$ cat config.mk
export PLATFORM = sky130hd
export DESIGN_NAME = sram_arbiter
export DESIGN_NICKNAME = d
export VERILOG_FILES = /design/src/rtl/sram_arbiter_pkg.sv /design/src/rtl/sram_arbiter_wait_counter.sv /design/src/rtl/sram_arbiter.sv
export SDC_FILE = /design/constraint.sdc
export NUM_CORES = 1
export LEC_CHECK = 0
export CAP_MARGIN = 20
export CORE_ASPECT_RATIO = 0.7
export CORE_MARGIN = 2
export CORE_UTILIZATION = 35
export DETAILED_ROUTE_END_ITERATION = 6
export PLACE_DENSITY = 0.73
export SLEW_MARGIN = 15
export SYNTH_ARGS = -nofsm -noshare
export SYNTH_HDL_FRONTEND = slang
export SYNTH_SLANG_ARGS = --single-unit
$ cat constraint.sdc
create_clock -name i_clk -period 2.71 [get_ports i_clk]
set_clock_uncertainty 0.2 [all_clocks]
set_input_delay 0.4065 -clock i_clk [delete_from_list [all_inputs] [get_ports i_clk]]
set_output_delay 0.4065 -clock i_clk [all_outputs]
set_load 0.005 [all_outputs]
$ cat src/rtl/sram_arbiter_pkg.sv
// Shared definitions for the SRAM arbiter: FSM state encoding and timing defaults.
// The clamp helper maps out-of-range cycle counts onto the safe value of 1.
package sram_arbiter_pkg;

    typedef enum logic [2:0] {
        ST_IDLE     = 3'd0,
        ST_RD       = 3'd1,
        ST_WR_SETUP = 3'd2,
        ST_WR_PULSE = 3'd3,
        ST_WR_HOLD  = 3'd4
    } state_t;

    localparam int DEF_READ_CYCLES = 1;
    localparam int DEF_WRITE_PULSE = 1;

    function automatic logic [2:0] clamp_cycles(input int value);
        return (value < 1 || value > 7) ? 3'd1 : 3'(value);
    endfunction

endpackage

$ cat src/rtl/sram_arbiter_wait_counter.sv
// Three-bit down counter that times the RD and WR_PULSE phases.
// Loaded with (cycles - 1); the zero flag marks the last cycle of the phase.
module sram_arbiter_wait_counter (
    input  logic       i_clk,
    input  logic       i_rst,
    input  logic       i_load,
    input  logic [2:0] i_load_val,
    input  logic       i_dec,
    output logic       o_zero
);

    logic [2:0] r_count;

    always_ff @(posedge i_clk or posedge i_rst) begin
        if (i_rst) begin
            r_count <= 3'd0;
        end else if (i_load) begin
            r_count <= i_load_val;
        end else if (i_dec && (r_count != 3'd0)) begin
            r_count <= r_count - 3'd1;
        end
    end

    assign o_zero = (r_count == 3'd0);

endmodule

$ cat src/rtl/sram_arbiter.sv
// Arbitrates one asynchronous SRAM between instruction fetch and the MEM stage,
// sequences the SRAM control pins and produces the pipeline stall signals.
module sram_arbiter
    import sram_arbiter_pkg::*;
#(
    parameter int DATA_W      = 16,
    parameter int ADDR_W      = 16,
    parameter int RAM_ADDR_W  = 18,
    parameter int READ_CYCLES = DEF_READ_CYCLES,
    parameter int WRITE_PULSE = DEF_WRITE_PULSE
) (
    input  logic                  i_clk,
    input  logic                  i_rst,
    input  logic                  i_if_req,
    input  logic [ADDR_W-1:0]     i_if_addr,
    output logic [DATA_W-1:0]     o_inst,
    output logic                  o_inst_valid,
    input  logic                  i_mem_read,
    input  logic                  i_mem_write,
    input  logic [ADDR_W-1:0]     i_mem_addr,
    input  logic [DATA_W-1:0]     i_mem_wdata,
    output logic [DATA_W-1:0]     o_mem_rdata,
    output logic                  o_mem_done,
    output logic                  o_stall_if,
    output logic                  o_stall_pipe,
    output logic [RAM_ADDR_W-1:0] o_ram_addr,
    input  logic [DATA_W-1:0]     i_ram_dq_i,
    output logic [DATA_W-1:0]     o_ram_dq_o,
    output logic                  o_ram_dq_oe,
    output logic                  o_ram_ce_n,
    output logic                  o_ram_oe_n,
    output logic                  o_ram_we_n,
    output state_t                o_state
);

    localparam logic [2:0] RC = clamp_cycles(READ_CYCLES);
    localparam logic [2:0] WP = clamp_cycles(WRITE_PULSE);

    state_t                r_state;
    state_t                w_next_state;
    logic [RAM_ADDR_W-1:0] r_ram_addr;
    logic [DATA_W-1:0]     r_ram_dq_o;
    logic [DATA_W-1:0]     r_inst;
    logic [DATA_W-1:0]     r_mem_rdata;
    logic                  r_inst_valid;
    logic                  r_mem_done;
    logic                  r_is_inst;

    logic              w_accept;
    logic              w_sel_write;
    logic              w_sel_read;
    logic              w_sel_if;
    logic [ADDR_W-1:0] w_req_addr;
    logic              w_cnt_load;
    logic [2:0]        w_cnt_load_val;
    logic              w_cnt_dec;
    logic              w_cnt_zero;
    logic              w_rd_last;

    // Nothing is accepted in a done/valid cycle: the pipeline is still advancing.
    assign w_accept    = (r_state == ST_IDLE) && !r_inst_valid && !r_mem_done;
    assign w_sel_write = i_mem_write;
    assign w_sel_read  = !i_mem_write && i_mem_read;
    assign w_sel_if    = !i_mem_write && !i_mem_read && i_if_req;
    assign w_req_addr  = w_sel_if ? i_if_addr : i_mem_addr;
    assign w_rd_last   = (r_state == ST_RD) && w_cnt_zero;

    assign w_cnt_load     = (w_accept && (w_sel_read || w_sel_if)) || (r_state == ST_WR_SETUP);
    assign w_cnt_load_val = (r_state == ST_WR_SETUP) ? (WP - 3'd1) : (RC - 3'd1);
    assign w_cnt_dec      = (r_state == ST_RD) || (r_state == ST_WR_PULSE);

    sram_arbiter_wait_counter u_wait_counter (
        .i_clk      (i_clk),
        .i_rst      (i_rst),
        .i_load     (w_cnt_load),
        .i_load_val (w_cnt_load_val),
        .i_dec      (w_cnt_dec),
        .o_zero     (w_cnt_zero)
    );

    always_ff @(posedge i_clk or posedge i_rst) begin
        if (i_rst) begin
            r_state <= ST_IDLE;
        end else begin
            r_state <= w_next_state;
        end
    end

    always_comb begin
        w_next_state = r_state;
        unique case (r_state)
            ST_IDLE: begin
                if (w_accept && w_sel_write) begin
                    w_next_state = ST_WR_SETUP;
                end else if (w_accept && (w_sel_read || w_sel_if)) begin
                    w_next_state = ST_RD;
                end
            end
            ST_RD:       if (w_cnt_zero) w_next_state = ST_IDLE;
            ST_WR_SETUP: w_next_state = ST_WR_PULSE;
            ST_WR_PULSE: if (w_cnt_zero) w_next_state = ST_WR_HOLD;
            ST_WR_HOLD:  w_next_state = ST_IDLE;
            default:     w_next_state = ST_IDLE;
        endcase
    end

    // Pin decode straight from the state keeps oe_n and we_n mutually exclusive.
    always_comb begin
        o_ram_ce_n  = (r_state == ST_IDLE);
        o_ram_oe_n  = (r_state != ST_RD);
        o_ram_we_n  = (r_state != ST_WR_PULSE);
        o_ram_dq_oe = (r_state == ST_WR_SETUP) || (r_state == ST_WR_PULSE) ||
                      (r_state == ST_WR_HOLD);
    end

    always_ff @(posedge i_clk or posedge i_rst) begin
        if (i_rst) begin
            r_ram_addr   <= '0;
            r_ram_dq_o   <= '0;
            r_inst       <= '0;
            r_mem_rdata  <= '0;
            r_inst_valid <= 1'b0;
            r_mem_done   <= 1'b0;
            r_is_inst    <= 1'b0;
        end else begin
            r_inst_valid <= 1'b0;
            r_mem_done   <= 1'b0;
            if (w_accept && (w_sel_write || w_sel_read || w_sel_if)) begin
                r_ram_addr <= RAM_ADDR_W'(w_req_addr);
                r_is_inst  <= w_sel_if;
                if (w_sel_write) begin
                    r_ram_dq_o <= i_mem_wdata;
                end
            end
            if (w_rd_last) begin
                if (r_is_inst) begin
                    r_inst       <= i_ram_dq_i;
                    r_inst_valid <= 1'b1;
                end else begin
                    r_mem_rdata <= i_ram_dq_i;
                    r_mem_done  <= 1'b1;
                end
            end
            if (r_state == ST_WR_HOLD) begin
                r_mem_done <= 1'b1;
            end
        end
    end

    assign o_inst       = r_inst;
    assign o_inst_valid = r_inst_valid;
    assign o_mem_rdata  = r_mem_rdata;
    assign o_mem_done   = r_mem_done;
    assign o_ram_addr   = r_ram_addr;
    assign o_ram_dq_o   = r_ram_dq_o;
    assign o_state      = r_state;

    assign o_stall_pipe = (i_mem_read | i_mem_write) & ~r_mem_done;
    assign o_stall_if   = o_stall_pipe | (i_if_req & ~r_inst_valid);

endmodule
==> impl_metrics.py <==
metrics = {
    "outcome": {
        "status": "complete, no violations",
    },
    "clock_network": {
        "clk_path_buf_depth": 2,
        "cts.clk_slew.worst_paths_ps": 50,
        "holdBufCountCts": 0,
        "post_cts_buffers": 0,
        "cts_tree": "yes",
        "cts.repair.resized": 0,
        "h-tree-depth": 3,
        "worstSkewPairLatency_ps": 320,
        "clkSinkCount": 73,
        "cts_root_buf": "clkbuf_16",
        "cts_buffers": 9,
    },
    "power_and_ir_drop": {
        "cellPowerDensity_mw_per_mm2": 1120,
        "netSwitchingPower_w": 0.00155,
        "p_seq_share_pct": 35.5,
        "p_leak_nw": 2.14,
        "p_int_w": 0.00408,
        "clockPowerShare_pct": 18.4,
        "p_sw_share_pct": 27.5,
        "pwr-share-comb_pct": 46.2,
        "peakVddDrop_mv": 0.528,
        "finalPower_w": 0.00563,
    },
    "yosys": {
        "syn_area_mm2": 0.00322,
        "synth_top_family_by_area": "multiplexers",
        "synth-compound-area-share_pct": 2.14,
        "synth_seq_cells": 73,
        "ys_seq_area_share_pct": 56.7,
        "yosysWarnings": 0,
        "syn-instance-count": 208,
        "synthMuxAreaShare_pct": 30.1,
        "yosys.area_share.adder_pct": 0.777,
        "synth_xor_area_share_pct": 0.272,
        "yosysTopAreaCell": "dfrtp_1",
        "syn_avg_cell_area_um2": 15.5,
        "yosys.area_share.simple_pct": 5.67,
        "synthDominantCellAreaShare_pct": 56.7,
        "synthTopCellsByArea": "dfrtp_1 57%, mux2_2 12%, mux2_1 9.8%",
        "synth_cell_types": 34,
    },
    "critical_path": {
        "endpoint_kind": "output pin",
        "cp_max_fo": 7,
        "ff2ff_path_depth": 4,
        "cpLargestDelayFamily": "buffers and inverters",
        "critical_path.slowest_cell": "dfrtp_1",
        "critical_path_class": "register to output pin",
        "reg2reg_slack_ps": 580,
        "path_buf_inv": 2,
        "crit_chain": "inv_1 > or3_2 > clkdlybuf4s50_1",
        "max_stage_delay_ps": 490,
        "worst_ep_arrival_time_ps": 1880,
        "crit_required_ps": 2100,
        "cp_num_cells": 3,
        "worst_setup_path_start_kind": "register",
        "r2r_end": "o_ram_addr[14]",
        "endpoint": "o_ram_oe_n",
        "r2r_start": "o_state[1]",
        "crit_path_start": "o_state[0]",
    },
    "global_route": {
        "grt_pass1_vias": 2431,
        "grt_pass1_wl_um": 12000,
        "antenna_found_initial": 0,
        "grt_use_total_pct": 15.3,
        "gr-max-usage-layer": "met2",
        "grt_use_met3_pct": 7.74,
        "gr-total-overflow": 0,
        "grtUsageMet2_pct": 25.6,
        "use_met1_pct": 17.7,
        "grt_max_degree": 56,
    },
    "sta": {
        "drv_slew": 0,
        "fmax_mhz": 402,
        "fin_tns_setup_ps": 0,
        "setup_slack_ps": 221,
        "hold_violations": 0,
        "setup_viol": 0,
        "fin_crit_ps": 2490,
        "hold_slack_ps": 200,
        "grt_setup_unrepaired": "no",
        "post-route-period-util_pct": 91.9,
    },
    "placement": {
        "dp_slack_ps": 249,
        "place_congestion": 0.719,
        "hpwl_um": 5370,
        "portBuffers": 143,
    },
    "drt": {
        "ant_nets": 0,
        "drt-total-wl_um": 7310,
        "viasPerCell": 4.57,
        "drc": 0,
        "num_vias": 2204,
        "first_pass_iters": 4,
        "wire_per_inst_um": 15.2,
        "drt_iter0_drc": 79,
    },
    "min_path": {
        "hold_class": "input port to asynchronous set/reset pin",
    },
    "job": {
        "timing.max_cap.violations": 0,
    },
    "floorplanning": {
        "ios": 146,
        "core-area_mm2": 0.00900,
        "start_util_pct": 35.8,
        "dieArea_mm2": 0.0100,
        "die_height_um": 84.3,
        "die_w_um": 119,
        "fp-row-count": 29,
    },
    "cells_and_area": {
        "multiInputGateArea_mm2": 0.00126,
        "n_fill_cell": 818,
        "syn2layout_area_growth_pct": 55.7,
        "ff_latch_area_mm2": 0.00183,
        "fin_nets": 428,
        "antenna_cells": 0,
        "layout_commonest_cell": "clkdlybuf4s50_1",
        "layout-drive-gt1-share_pct": 22.3,
        "layout.cells.most_common_list": "143 x clkdlybuf4s50_1, 73 x dfrtp_1, 34 x mux2_2, 28 x mux2_1, 18 x mux2_4",
    },
}
flip-flops by register name (all words and copies together), names as in the netlist:
signal                  flops
u_wait_counter.r_count      3
o_inst                     16
o_ram_dq_o                 16
o_state                     3
o_mem_rdata                16
o_ram_addr                 16
o_mem_done                  1
r_is_inst                   1
o_inst_valid                1
final cells by class:
type	count	area share [%]
Clock buffer	11	5.04
Clock inverter	1	0.0998
Inverter	9	0.674
Multi-Input combinational cell	118	25.2
Sequential cell	73	36.4
Tap cell	124	3.09
Timing Repair Buffer	146	29.5
metrics by stage:
stage / instances / area (um^2) / util [%]
2_1_floorplan: 209 / 3220 / -
3_3_place_gp: 470 / 4760 / 52.9
3_5_place_dp: 470 / 4760 / 52.9
4_1_cts: 482 / 5010 / 55.7
5_1_grt: 482 / 5010 / 55.7
6_report: 482 / 5010 / 55.7
logic make-up (layout without fill, tap and decap cells):
| family | Yosys count | in the layout |
|---|---|---|
| muxes | 80 | 80 |
| other | 1 | 2 |
| buffers and inverters | 18 | 167 |
| and+or+nand+nor | 24 | 24 |
| AOI/OAI and AO/OA | 9 | 9 |
| DFF | 73 | 73 |
| xor gates and xnor gates | 1 | 1 |
| adders and majority gates | 2 | 2 |
synth_stat cells:
| cell type | count |
|---|---|
| or3_1 | 1 |
| buf_12 | 1 |
| mux2_2 | 34 |
| o22ai_1 | 1 |
| buf_6 | 6 |
| or2_2 | 1 |
| nor2_2 | 1 |
| buf_4 | 2 |
| nand2_4 | 1 |
| nor3b_4 | 1 |
| nand2_1 | 2 |
| xnor2_1 | 1 |
| and4bb_4 | 1 |
| a32oi_1 | 1 |
| nor2_1 | 7 |
| dfrtp_1 | 73 |
| nand2_2 | 1 |
| ha_1 | 2 |
| mux2_4 | 18 |
| o311a_1 | 1 |
| o21ai_0 | 2 |
| conb_1 | 1 |
| a31o_2 | 1 |
| inv_1 | 9 |
| mux2_1 | 28 |
| or3_2 | 1 |
| and2_1 | 1 |
| nor3_4 | 1 |
| nand3_4 | 1 |
| nor3b_1 | 1 |
| nor3b_2 | 1 |
| nand3_1 | 2 |
| o21ba_2 | 1 |
| a211oi_1 | 2 |
layer usage:
| metal | routed length (um) | part of all wire (%) | up-vias |
|---|---|---|---|
| li1 | - | - | 1019 |
| met1 | 3080 | 42 | 1101 |
| met2 | 3540 | 48 | 79 |
| met3 | 632 | 8.6 | 5 |
| met4 | 54 | 0.74 | 0 |
| met5 | 0 | 0 | - |
power by group through the flow:
stage	Combinational, W	Clock [W]	Sequential (W)
2_1_floorplan	0.00119	0	0.00200
3_3_place_gp	0.00257	0	0.00199
3_5_place_dp	0.00263	0	0.00201
4_1_cts	0.00264	0.00108	0.00200
5_1_grt	0.00279	0.00113	0.00208
6_report	0.00260	0.00103	0.00200
worst min-delay path by stage:
stage | startpoint | endpoint
finish | i_rst | o_mem_rdata[11]
global route | i_rst | o_mem_rdata[3]
CTS | i_rst | o_mem_rdata[3]
detailed placement | o_ram_dq_o[3] | o_ram_dq_o[3]
global placement | o_ram_dq_o[5] | o_ram_dq_o[5]
floorplan | o_mem_rdata[10] | o_mem_rdata[10]
No activity file was read; power rests on OpenSTA's default activity.
